File: config.mk
export PLATFORM = sky130hd
export DESIGN_NAME = l1_axi_bridge
export DESIGN_NICKNAME = d
export VERILOG_FILES = /design/src/rtl/l1_axi_bridge.sv
export SDC_FILE = /design/constraint.sdc
export NUM_CORES = 1
export LEC_CHECK = 0
export BUFFER_PORTS_ARGS = -buffer_cell sky130_fd_sc_hd__buf_2
export CAP_MARGIN = 5
export CORE_AREA = 5 5 142 144
export DETAILED_ROUTE_END_ITERATION = 12
export DIE_AREA = 0 0 147 149
export GPL_TIMING_DRIVEN = 0
export SLEW_MARGIN = 20
export SYNTH_ARGS = -nofsm -noshare
export SYNTH_HDL_FRONTEND = slang
export SYNTH_SLANG_ARGS = --single-unit
File: constraint.sdc
create_clock -name clk -period 4 [get_ports clk]
set_clock_uncertainty 0.2 [all_clocks]
set_input_delay 0.8 -clock clk [delete_from_list [all_inputs] [get_ports clk]]
set_output_delay 0.8 -clock clk [all_outputs]
set_load 0.005 [all_outputs]
File: src/rtl/l1_axi_bridge.sv
// Single-outstanding bridge from the L1 arbiter request/return bundles to an AXI4 master port.
// One request is accepted in IDLE, carried to completion on AXI, and read beats are returned as they arrive.
module l1_axi_bridge #(
    parameter int unsigned C_M_AXI_ADDR_WIDTH = 32,
    parameter int unsigned C_M_AXI_DATA_WIDTH = 32,
    parameter logic [5:0]  AXI_ID             = 6'd0
) (
    input  logic                              clk,
    input  logic                              rst_n,

    input  logic [31:0]                       l1_request_addr,
    input  logic [31:0]                       l1_request_data,
    input  logic                              l1_request_rnw,
    input  logic [3:0]                        l1_request_be,
    input  logic [4:0]                        l1_request_size,
    input  logic                              l1_request_is_amo,
    input  logic [4:0]                        l1_request_amo,
    input  logic                              l1_request_request,
    output logic                              l1_request_ack,

    output logic [31:0]                       l1_return_data,
    output logic                              l1_return_data_valid,
    output logic [31:0]                       l1_return_inv_addr,
    output logic                              l1_return_inv_valid,
    input  logic                              l1_return_inv_ack,

    output logic [5:0]                        m_axi_awid,
    output logic [C_M_AXI_ADDR_WIDTH-1:0]     m_axi_awaddr,
    output logic [7:0]                        m_axi_awlen,
    output logic [2:0]                        m_axi_awsize,
    output logic [1:0]                        m_axi_awburst,
    output logic                              m_axi_awlock,
    output logic [3:0]                        m_axi_awcache,
    output logic [2:0]                        m_axi_awprot,
    output logic [3:0]                        m_axi_awqos,
    output logic                              m_axi_awvalid,
    input  logic                              m_axi_awready,

    output logic [C_M_AXI_DATA_WIDTH-1:0]     m_axi_wdata,
    output logic [C_M_AXI_DATA_WIDTH/8-1:0]   m_axi_wstrb,
    output logic                              m_axi_wlast,
    output logic                              m_axi_wvalid,
    input  logic                              m_axi_wready,

    input  logic [5:0]                        m_axi_bid,
    input  logic [1:0]                        m_axi_bresp,
    input  logic                              m_axi_bvalid,
    output logic                              m_axi_bready,

    output logic [5:0]                        m_axi_arid,
    output logic [C_M_AXI_ADDR_WIDTH-1:0]     m_axi_araddr,
    output logic [7:0]                        m_axi_arlen,
    output logic [2:0]                        m_axi_arsize,
    output logic [1:0]                        m_axi_arburst,
    output logic                              m_axi_arlock,
    output logic [3:0]                        m_axi_arcache,
    output logic [2:0]                        m_axi_arprot,
    output logic [3:0]                        m_axi_arqos,
    output logic                              m_axi_arvalid,
    input  logic                              m_axi_arready,

    input  logic [5:0]                        m_axi_rid,
    input  logic [C_M_AXI_DATA_WIDTH-1:0]     m_axi_rdata,
    input  logic [1:0]                        m_axi_rresp,
    input  logic                              m_axi_rlast,
    input  logic                              m_axi_rvalid,
    output logic                              m_axi_rready,

    output logic                              bus_error
);

    typedef enum logic [2:0] {
        IDLE,
        AR,
        R,
        AWW,
        B
    } state_t;

    state_t      state, state_nxt;

    logic [29:0] addr_q;
    logic [31:0] data_q;
    logic [3:0]  be_q;
    logic [4:0]  size_q;
    logic [4:0]  beat_cnt;
    logic        aw_done, w_done;
    logic [31:0] ret_data;
    logic        ret_valid;
    logic        err_q;

    logic        ar_hs, r_hs, aw_hs, w_hs, b_hs;
    logic        aw_all, w_all;
    logic        beat_err;

    // Request-side fields the bridge never consumes.
    logic        unused_ok;
    assign unused_ok = &{1'b0, l1_request_amo, l1_return_inv_ack, l1_request_addr[1:0],
                         m_axi_bid, m_axi_rid};

    // Valid/ready controls are pure state decodes, so no AXI input reaches an AXI output.
    assign m_axi_arvalid = (state == AR);
    assign m_axi_rready  = (state == R);
    assign m_axi_bready  = (state == B);
    assign m_axi_awvalid = (state == AWW) && !aw_done;
    assign m_axi_wvalid  = (state == AWW) && !w_done;
    assign m_axi_wlast   = m_axi_wvalid;

    assign ar_hs  = m_axi_arvalid && m_axi_arready;
    assign r_hs   = m_axi_rvalid  && m_axi_rready;
    assign aw_hs  = m_axi_awvalid && m_axi_awready;
    assign w_hs   = m_axi_wvalid  && m_axi_wready;
    assign b_hs   = m_axi_bvalid  && m_axi_bready;
    assign aw_all = aw_done || aw_hs;
    assign w_all  = w_done  || w_hs;

    assign beat_err = (m_axi_rresp != 2'b00)
                   || ( m_axi_rlast && (beat_cnt != size_q))
                   || (!m_axi_rlast && (beat_cnt == size_q));

    assign m_axi_arid    = AXI_ID;
    assign m_axi_araddr  = C_M_AXI_ADDR_WIDTH'({addr_q, 2'b00});
    assign m_axi_arlen   = {3'b000, size_q};
    assign m_axi_arsize  = 3'b010;
    assign m_axi_arburst = 2'b01;
    assign m_axi_arlock  = 1'b0;
    assign m_axi_arcache = 4'b0011;
    assign m_axi_arprot  = 3'b000;
    assign m_axi_arqos   = 4'b0000;

    assign m_axi_awid    = AXI_ID;
    assign m_axi_awaddr  = C_M_AXI_ADDR_WIDTH'({addr_q, 2'b00});
    assign m_axi_awlen   = 8'd0;
    assign m_axi_awsize  = 3'b010;
    assign m_axi_awburst = 2'b01;
    assign m_axi_awlock  = 1'b0;
    assign m_axi_awcache = 4'b0011;
    assign m_axi_awprot  = 3'b000;
    assign m_axi_awqos   = 4'b0000;

    assign m_axi_wdata   = C_M_AXI_DATA_WIDTH'(data_q);
    assign m_axi_wstrb   = (C_M_AXI_DATA_WIDTH/8)'(be_q);

    assign l1_return_data       = ret_data;
    assign l1_return_data_valid = ret_valid;
    assign l1_return_inv_addr   = '0;
    assign l1_return_inv_valid  = 1'b0;
    assign bus_error            = err_q;

    always_ff @(posedge clk or negedge rst_n) begin
        if (!rst_n) begin
            state <= IDLE;
        end else begin
            state <= state_nxt;
        end
    end

    always_comb begin
        state_nxt      = state;
        l1_request_ack = 1'b0;
        case (state)
            IDLE: begin
                if (l1_request_request) begin
                    l1_request_ack = 1'b1;
                    if (l1_request_is_amo) begin
                        state_nxt = IDLE;
                    end else if (l1_request_rnw) begin
                        state_nxt = AR;
                    end else begin
                        state_nxt = AWW;
                    end
                end
            end
            AR: begin
                if (m_axi_arready) begin
                    state_nxt = R;
                end
            end
            R: begin
                if (m_axi_rvalid && m_axi_rlast) begin
                    state_nxt = IDLE;
                end
            end
            AWW: begin
                if (aw_all && w_all) begin
                    state_nxt = B;
                end
            end
            B: begin
                if (m_axi_bvalid) begin
                    state_nxt = IDLE;
                end
            end
            default: state_nxt = IDLE;
        endcase
    end

    always_ff @(posedge clk or negedge rst_n) begin
        if (!rst_n) begin
            addr_q    <= '0;
            data_q    <= '0;
            be_q      <= '0;
            size_q    <= '0;
            beat_cnt  <= '0;
            aw_done   <= 1'b0;
            w_done    <= 1'b0;
            ret_data  <= '0;
            ret_valid <= 1'b0;
            err_q     <= 1'b0;
        end else begin
            ret_valid <= 1'b0;

            if (l1_request_ack) begin
                addr_q  <= l1_request_addr[31:2];
                data_q  <= l1_request_data;
                be_q    <= l1_request_be;
                size_q  <= l1_request_size;
                aw_done <= 1'b0;
                w_done  <= 1'b0;
                // Atomics are unsupported: answer at once with zero data and flag the error.
                if (l1_request_is_amo) begin
                    ret_data  <= '0;
                    ret_valid <= 1'b1;
                    err_q     <= 1'b1;
                end
            end

            if (ar_hs) begin
                beat_cnt <= '0;
            end

            if (r_hs) begin
                ret_data  <= m_axi_rdata[31:0];
                ret_valid <= 1'b1;
                beat_cnt  <= beat_cnt + 5'd1;
                if (beat_err) begin
                    err_q <= 1'b1;
                end
            end

            if (aw_hs) begin
                aw_done <= 1'b1;
            end
            if (w_hs) begin
                w_done <= 1'b1;
            end

            if (b_hs && (m_axi_bresp != 2'b00)) begin
                err_q <= 1'b1;
            end
        end
    end

endmodule

==> flow_summary.yaml, run 1 <==
drt:
  drtPass1Iterations: 4
  remaining_drc_errors: 0
  routedWlPerCell_um: 14.3
  routed_wirelength_um: 15000
  drt-vias-per-instance: 3.93
  initialDrtViolationCount: 107
  drt.antenna.violating_nets: 0
  routed-via-count: 4122
yosys:
  synth_compound_gate_area_share_pct: 7.81
  synth_simple_gate_area_share_pct: 3.21
  synth_xor_area_share_pct: 1.12
  post_synth_instance_area_mm2: 0.00550
  synthMuxAreaShare_pct: 16.0
  netlist_instances: 431
  post_synth.cell_area_avg_um2: 12.8
  ys.warnings.count: 0
  flops_latches_synth: 115
  synth-adder-area-share_pct: 0.228
  synth.yosys.seq_area_share_pct: 52.4
  synth_cell_type_count: 37
  largest_family_of_logic_cells_by_synthesized_area: "buffers and inverters"
floorplan:
  dieWidth_um: 147
  ioPinCount: 374
  core_area_mm2: 0.0186
  initial_core_util_pct: 29.6
  floorplan.rows: 50
  dieHeight_um: 149
  design.die.area_mm2: 0.0219
clocking:
  ctsHoldBuffers: 0
  cts_htree_levels: 4
  cts_root_buffer: "clkbuf_16"
  tritoncts_clock_tree: "done"
  post_cts_resized: 0
  max-clock-path-buffers: 2
  clk_pin_slew_ps: 50
  post_cts.repair.setup_buffers: 0
  clock_sinks: 115
  cts_made_buffers: 17
  clock_latency_ps: 410
status:
  status: "finished, final reports clean"
grt:
  grt_pass1_wl_um: 22700
  grt_overflow_total: 0
  gr-usage-met3_pct: 5.29
  use_met1_pct: 15.2
  grt_start_max_net_pins: 60
  groute.usage.overall_pct: 13.3
  gr-usage-met2_pct: 22.1
  first_global_vias: 4176
  grt_most_used_layer: "met2"
  antenna_found_initial: 2
timing:
  timing_hold_violations_final: 0
  timing.final.max_slew_violations: 0
  maxSlewHeadroom_pct: 63.7
  setup_viol: 0
  final_min_period_over_clock_period_pct: 72.5
  fmax_ghz: 0.345
  min_period_ps: 2900
  grt_setup_unrepaired: "no"
  finalSetupTns_ps: 0
  whs_ps: 149
  worst_slew_pin_slew_ps: 544
finish:
  syn2layout_area_growth_pct: 48.7
  num-nets-final: 941
  final_layout_size_suffix_gt1_share_pct: 62.0
  num_antenna_cells: 0
power:
  p_per_area_mw_per_mm2: 764
  p_leak_uw: 0.00454
  ir_worst_vdd_mv: 0.317
placement:
  port_buffers: 259
  globalplace.congestion: 0.772
  place.detailed.hpwl_um: 11900
worst_hold_path:
  hold_path.class: "input pin to asynchronous set/reset pin"
worst_setup_path:
  cp-end-kind: "output pin"
  path_class: "flip-flop to output pin"
  arrival_ps: 1900
  setup.reg_to_reg.worst_slack_ps: 1930
  critical_path_peak_fanout: 10
  worstPathRequired_ps: 3000
  setup.worst_path.start_class: "flip-flop"
job:
  timing.max_cap.violations: 0
[path summary, 6_finish.rpt]
| path | start | endpoint | cells after the start |
|---|---|---|---|
| worst max register to register | state[1] | l1_return_data[8] | 6 |
| worst min-delay path | rst_n | m_axi_wstrb[0] | 1 |
| worst max-delay path | state[0] | m_axi_wvalid | 5 |
| min in group clk | bus_error | bus_error | 1 |
| worst min register to register | bus_error | bus_error | 1 |
| max in group asynchronous | rst_n | m_axi_wdata[25] | 2 |
[cell usage after synthesis]
master | count | share of area (%)
buf_4 | 126 | 17
dfrtp_1 | 115 | 52
mux2_2 | 53 | 11
a22o_1 | 35 | 5.6
mux2_4 | 18 | 4.9
buf_2 | 10 | 0.91
o21ai_0 | 10 | 0.91
nand2_1 | 9 | 0.61
nor2_1 | 6 | 0.41
nand3_1 | 5 | 0.46
clkbuf_1 | 4 | 0.27
xor2_1 | 4 | 0.64
buf_6 | 3 | 0.61
nor2b_1 | 3 | 0.34
nor3_1 | 3 | 0.27
xnor2_1 | 3 | 0.48
a21o_1 | 2 | 0.27
and2_1 | 2 | 0.23
conb_1 | 2 | 0.14
a2111o_1 | 1 | 0.20
a21oi_2 | 1 | 0.16
a22oi_1 | 1 | 0.14
a31oi_1 | 1 | 0.11
and3b_1 | 1 | 0.16
clkinv_2 | 1 | 0.091
ha_1 | 1 | 0.23
inv_1 | 1 | 0.068
mux2i_1 | 1 | 0.18
nand2b_1 | 1 | 0.11
nor3b_1 | 1 | 0.14
nor4_1 | 1 | 0.11
o211a_1 | 1 | 0.18
o22ai_1 | 1 | 0.11
o31ai_1 | 1 | 0.14
or2_2 | 1 | 0.11
or3_1 | 1 | 0.11
or4_1 | 1 | 0.14
[flip-flops by register name, summed over array words and instances, names as in the netlist]
| signal | count |
|---|---|
| l1_return_data | 32 |
| m_axi_wdata | 32 |
| addr_q | 30 |
| beat_cnt | 5 |
| size_q | 5 |
| m_axi_wstrb | 4 |
| state | 3 |
| aw_done | 1 |
| bus_error | 1 |
| l1_return_data_valid | 1 |
| w_done | 1 |
[power by group]
group / switching (µW) / leakage, µW / internal [µW]
Sequential: 339 / 0.00141 / 1720
Clock: 548 / 0.000340 / 1260
Combinational: 949 / 0.00279 / 1420
[kinds of logic after synthesis]
group                      count (synthesis)
buffers and inverters                    145
DFF                                      115
muxes                                     72
AOI/OAI and AO/OA                         54
and+or+nand+nor                           35
xor gates and xnor gates                   7
other                                      2
adders and majority gates                  1
[critical path, cell delays in order (launching register included)]
cell and delay, ps:
dfrtp_1 410, clkbuf_1 320, nand2_1 150, nor3_1 340, buf_4 170, buf_2 100
[cell usage in the layout (no fill, tap or decap), types with 3 or more instances in the layout]
cell,instances
buf_2,268
buf_4,126
dfrtp_1,115
conb_1,94
mux2_2,53
a22o_1,35
mux2_4,18
clkbuf_16,17
o21ai_0,10
nand2_1,9
bufinv_16,7
nor2_1,6
nand3_1,5
clkbuf_1,4
xor2_1,4
buf_6,4
nor2b_1,3
nor3_1,3
clkinv_2,3
xnor2_1,3
[metal layers]
layer,vias to the layer above,share of wire [%]
li1,2012,-
met1,1872,39
met4,4,2.5
met2,204,49
met3,30,9.2
met5,-,0.11
[final cells by class]
cell class / instances / area, µm²
fill: 1800 / 10400
sequential: 115 / 2880
multi-input combinational: 263 / 1910
timing repair buffer: 260 / 1330
buffer: 143 / 1040
clock buffer: 19 / 453
tap: 234 / 293
clock inverter: 13 / 253
inverter: 2 / 8.76
[metrics by stage]
stage / total power [µW] / utilization, % / cell area (µm²) / setup slack (ps) / instances
floorplan: 3420 / - / 5840 / 1610 / 523
detailed placement: 4490 / 40.2 / 7460 / 1300 / 1017
global placement: 4460 / 40.0 / 7430 / 429 / 1016
global route: 6660 / 44.0 / 8170 / 951 / 1049
CTS: 6350 / 44.0 / 8170 / 1070 / 1049
finish: 6240 / 44.0 / 8170 / 1100 / 1049
No activity file was read; power rests on OpenSTA's default activity.
==> run 2: changes to the inputs <==
- clock period: 4 -> 2.8 ns (I/O delays scaled with it)
==> run 2 against run 1 <==
  * Clock-buffer cell count unchanged
  * Power up 43%
  * Cell area up 0.14%
  * Highest routed layer unchanged
  * Non-clock buffer count up 1
  * Largest power group unchanged
==> flow_summary.yaml, run 2 (synthesis results as in run 1) <==
status:
  status: "finished, final reports clean"
placement:
  place.detailed.hpwl_um: 11900
  globalplace.congestion: 0.772
  dp_slack_ps: 562
  placed_area_mm2: 0.00746
  port_buffers: 259
timing:
  timing.final.max_slew_violations: 0
  setup_viol: 0
  fmax_ghz: 0.397
  maxSlewHeadroom_pct: 63.8
  setup_ws_ps: 281
  worst_slew_pin_slew_ps: 544
  timing_hold_violations_final: 0
  grt_setup_unrepaired: "no"
  final_min_period_over_clock_period_pct: 90.0
  min_period_ps: 2520
drt:
  drt-vias-per-instance: 3.94
  routed-via-count: 4138
  remaining_drc_errors: 0
  initialDrtViolationCount: 109
  routed_wirelength_um: 15000
  drt.antenna.violating_nets: 0
  routedWlPerCell_um: 14.2
  drtPass1Iterations: 4
floorplan:
  floorplan.rows: 50
  design.die.area_mm2: 0.0219
  core_area_mm2: 0.0186
  ioPinCount: 374
  initial_core_util_pct: 29.6
  dieHeight_um: 149
  dieWidth_um: 147
worst_setup_path:
  cp-end-kind: "output pin"
  arrival_ps: 1760
  crit_path_cell_trace: "clkbuf_2, nand2_1, nor3_1, buf_4, buf_2"
  worstPathRequired_ps: 2040
  setup.worst_path.start_class: "flip-flop"
  cpMaxStageDelayCell: "dfrtp_1"
  path_class: "flip-flop to output pin"
  max_stage_delay_ps: 410
  critical_path_peak_fanout: 10
job:
  timing.max_cap.violations: 0
grt:
  groute.usage.overall_pct: 13.3
  grt_pass1_wl_um: 22700
  antenna_found_initial: 2
  grt_start_max_net_pins: 60
  first_global_vias: 4179
  grt_overflow_total: 0
clocking:
  cts_htree_levels: 4
  clock_latency_ps: 410
  cts_root_buffer: "clkbuf_16"
  post_cts.repair.setup_buffers: 0
  clock_sinks: 115
  clk_pin_slew_ps: 60
  tritoncts_clock_tree: "done"
  max-clock-path-buffers: 2
  cts_made_buffers: 17
power:
  ir_worst_vdd_mv: 0.453
  internal-power_uw: 6300
  power.combinational.fraction_pct: 38.0
  swShare_pct: 29.4
  p_leak_uw: 0.00454
  clkPwrFrac_pct: 29.0
  p_per_area_mw_per_mm2: 1090
  sequentialPowerShare_pct: 33.0
  p_sw_uw: 2620
finish:
  num_antenna_cells: 0
  final_layout_size_suffix_gt1_share_pct: 62.0
  num-nets-final: 942
  final_common_cell: "buf_2"
  layout.cells.most_common_list: "buf_2 (268), buf_4 (126), dfrtp_1 (115)"
  sequential_cell_area_mm2: 0.00288
  syn2layout_area_growth_pct: 48.9
  layout.cell_area.non_filler_mm2: 0.00818
  multiInputGateArea_mm2: 0.00191
  num-fill-cells: 1798
worst_hold_path:
  hold_path.class: "input pin to flip-flop"
-- run 2: power groups by stage --
stage / registers, µW / logic, µW / clock network [µW]
2_1_floorplan: 2990 / 1890 / 0
3_3_place_gp: 2950 / 3420 / 0
3_5_place_dp: 2960 / 3460 / 0
4_1_cts: 2950 / 3460 / 2660
5_1_grt: 3050 / 3740 / 2730
6_report: 2940 / 3390 / 2590
-- run 2: critical path: cells and delay by family (launching register included) --
family,cells,cell delay [ps]
buf+inv,3,500
simple gates,2,430
flops,1,410
-- run 2: path summary, 6_finish.rpt --
check / slack, ps / startpoint / end / cells after the start
max: 280 / state[0] / m_axi_wvalid / 5
min: 170 / m_axi_rdata[11] / l1_return_data[11] / 2
max reg2reg: 730 / state[1] / l1_return_data[8] / 6
min reg2reg: 270 / bus_error / bus_error / 1
max in group asynchronous: 1230 / rst_n / addr_q[13] / 3
min in group asynchronous: 470 / rst_n / m_axi_wstrb[0] / 2
-- run 2: cell type report --
cell class | instances | share of cell area, %
buffer | 143 | 12.8
clock buffer | 19 | 5.54
clock inverter | 13 | 3.09
inverter | 2 | 0.107
multi-input combinational | 263 | 23.3
sequential | 115 | 35.2
tap | 234 | 3.58
timing repair buffer | 261 | 16.4
-- run 2: through the flow --
step           hold WS [ps]  power, µW  utilization [%]  instances  setup TNS [ps]
6_report                166       8920             44.0       1050               0
5_1_grt                 153       9520             44.0       1050               0
4_1_cts                 144       9080             44.0       1050               0
3_5_place_dp            251       6410             40.2       1017               0
2_1_floorplan          64.4       4890                -        523               0
3_3_place_gp            243       6370             40.0       1016          -59820
-- run 2: routing by layer --
metal / global-route usage, % / wire (µm) / up-vias
met2: 22.2 / 7380 / 208
met3: 5.26 / 1400 / 31
met1: 15.2 / 5790 / 1881
met4: 5.50 / 369 / 4
met5: 0 / 14 / -
li1: - / - / 2014
-- run 2: timing repair --
action,in CTS,in global routing
gates resized for setup,0,2
hold buffers,1,0
endpoints found under the hold margin,56,0
setup endpoints to repair,0,1
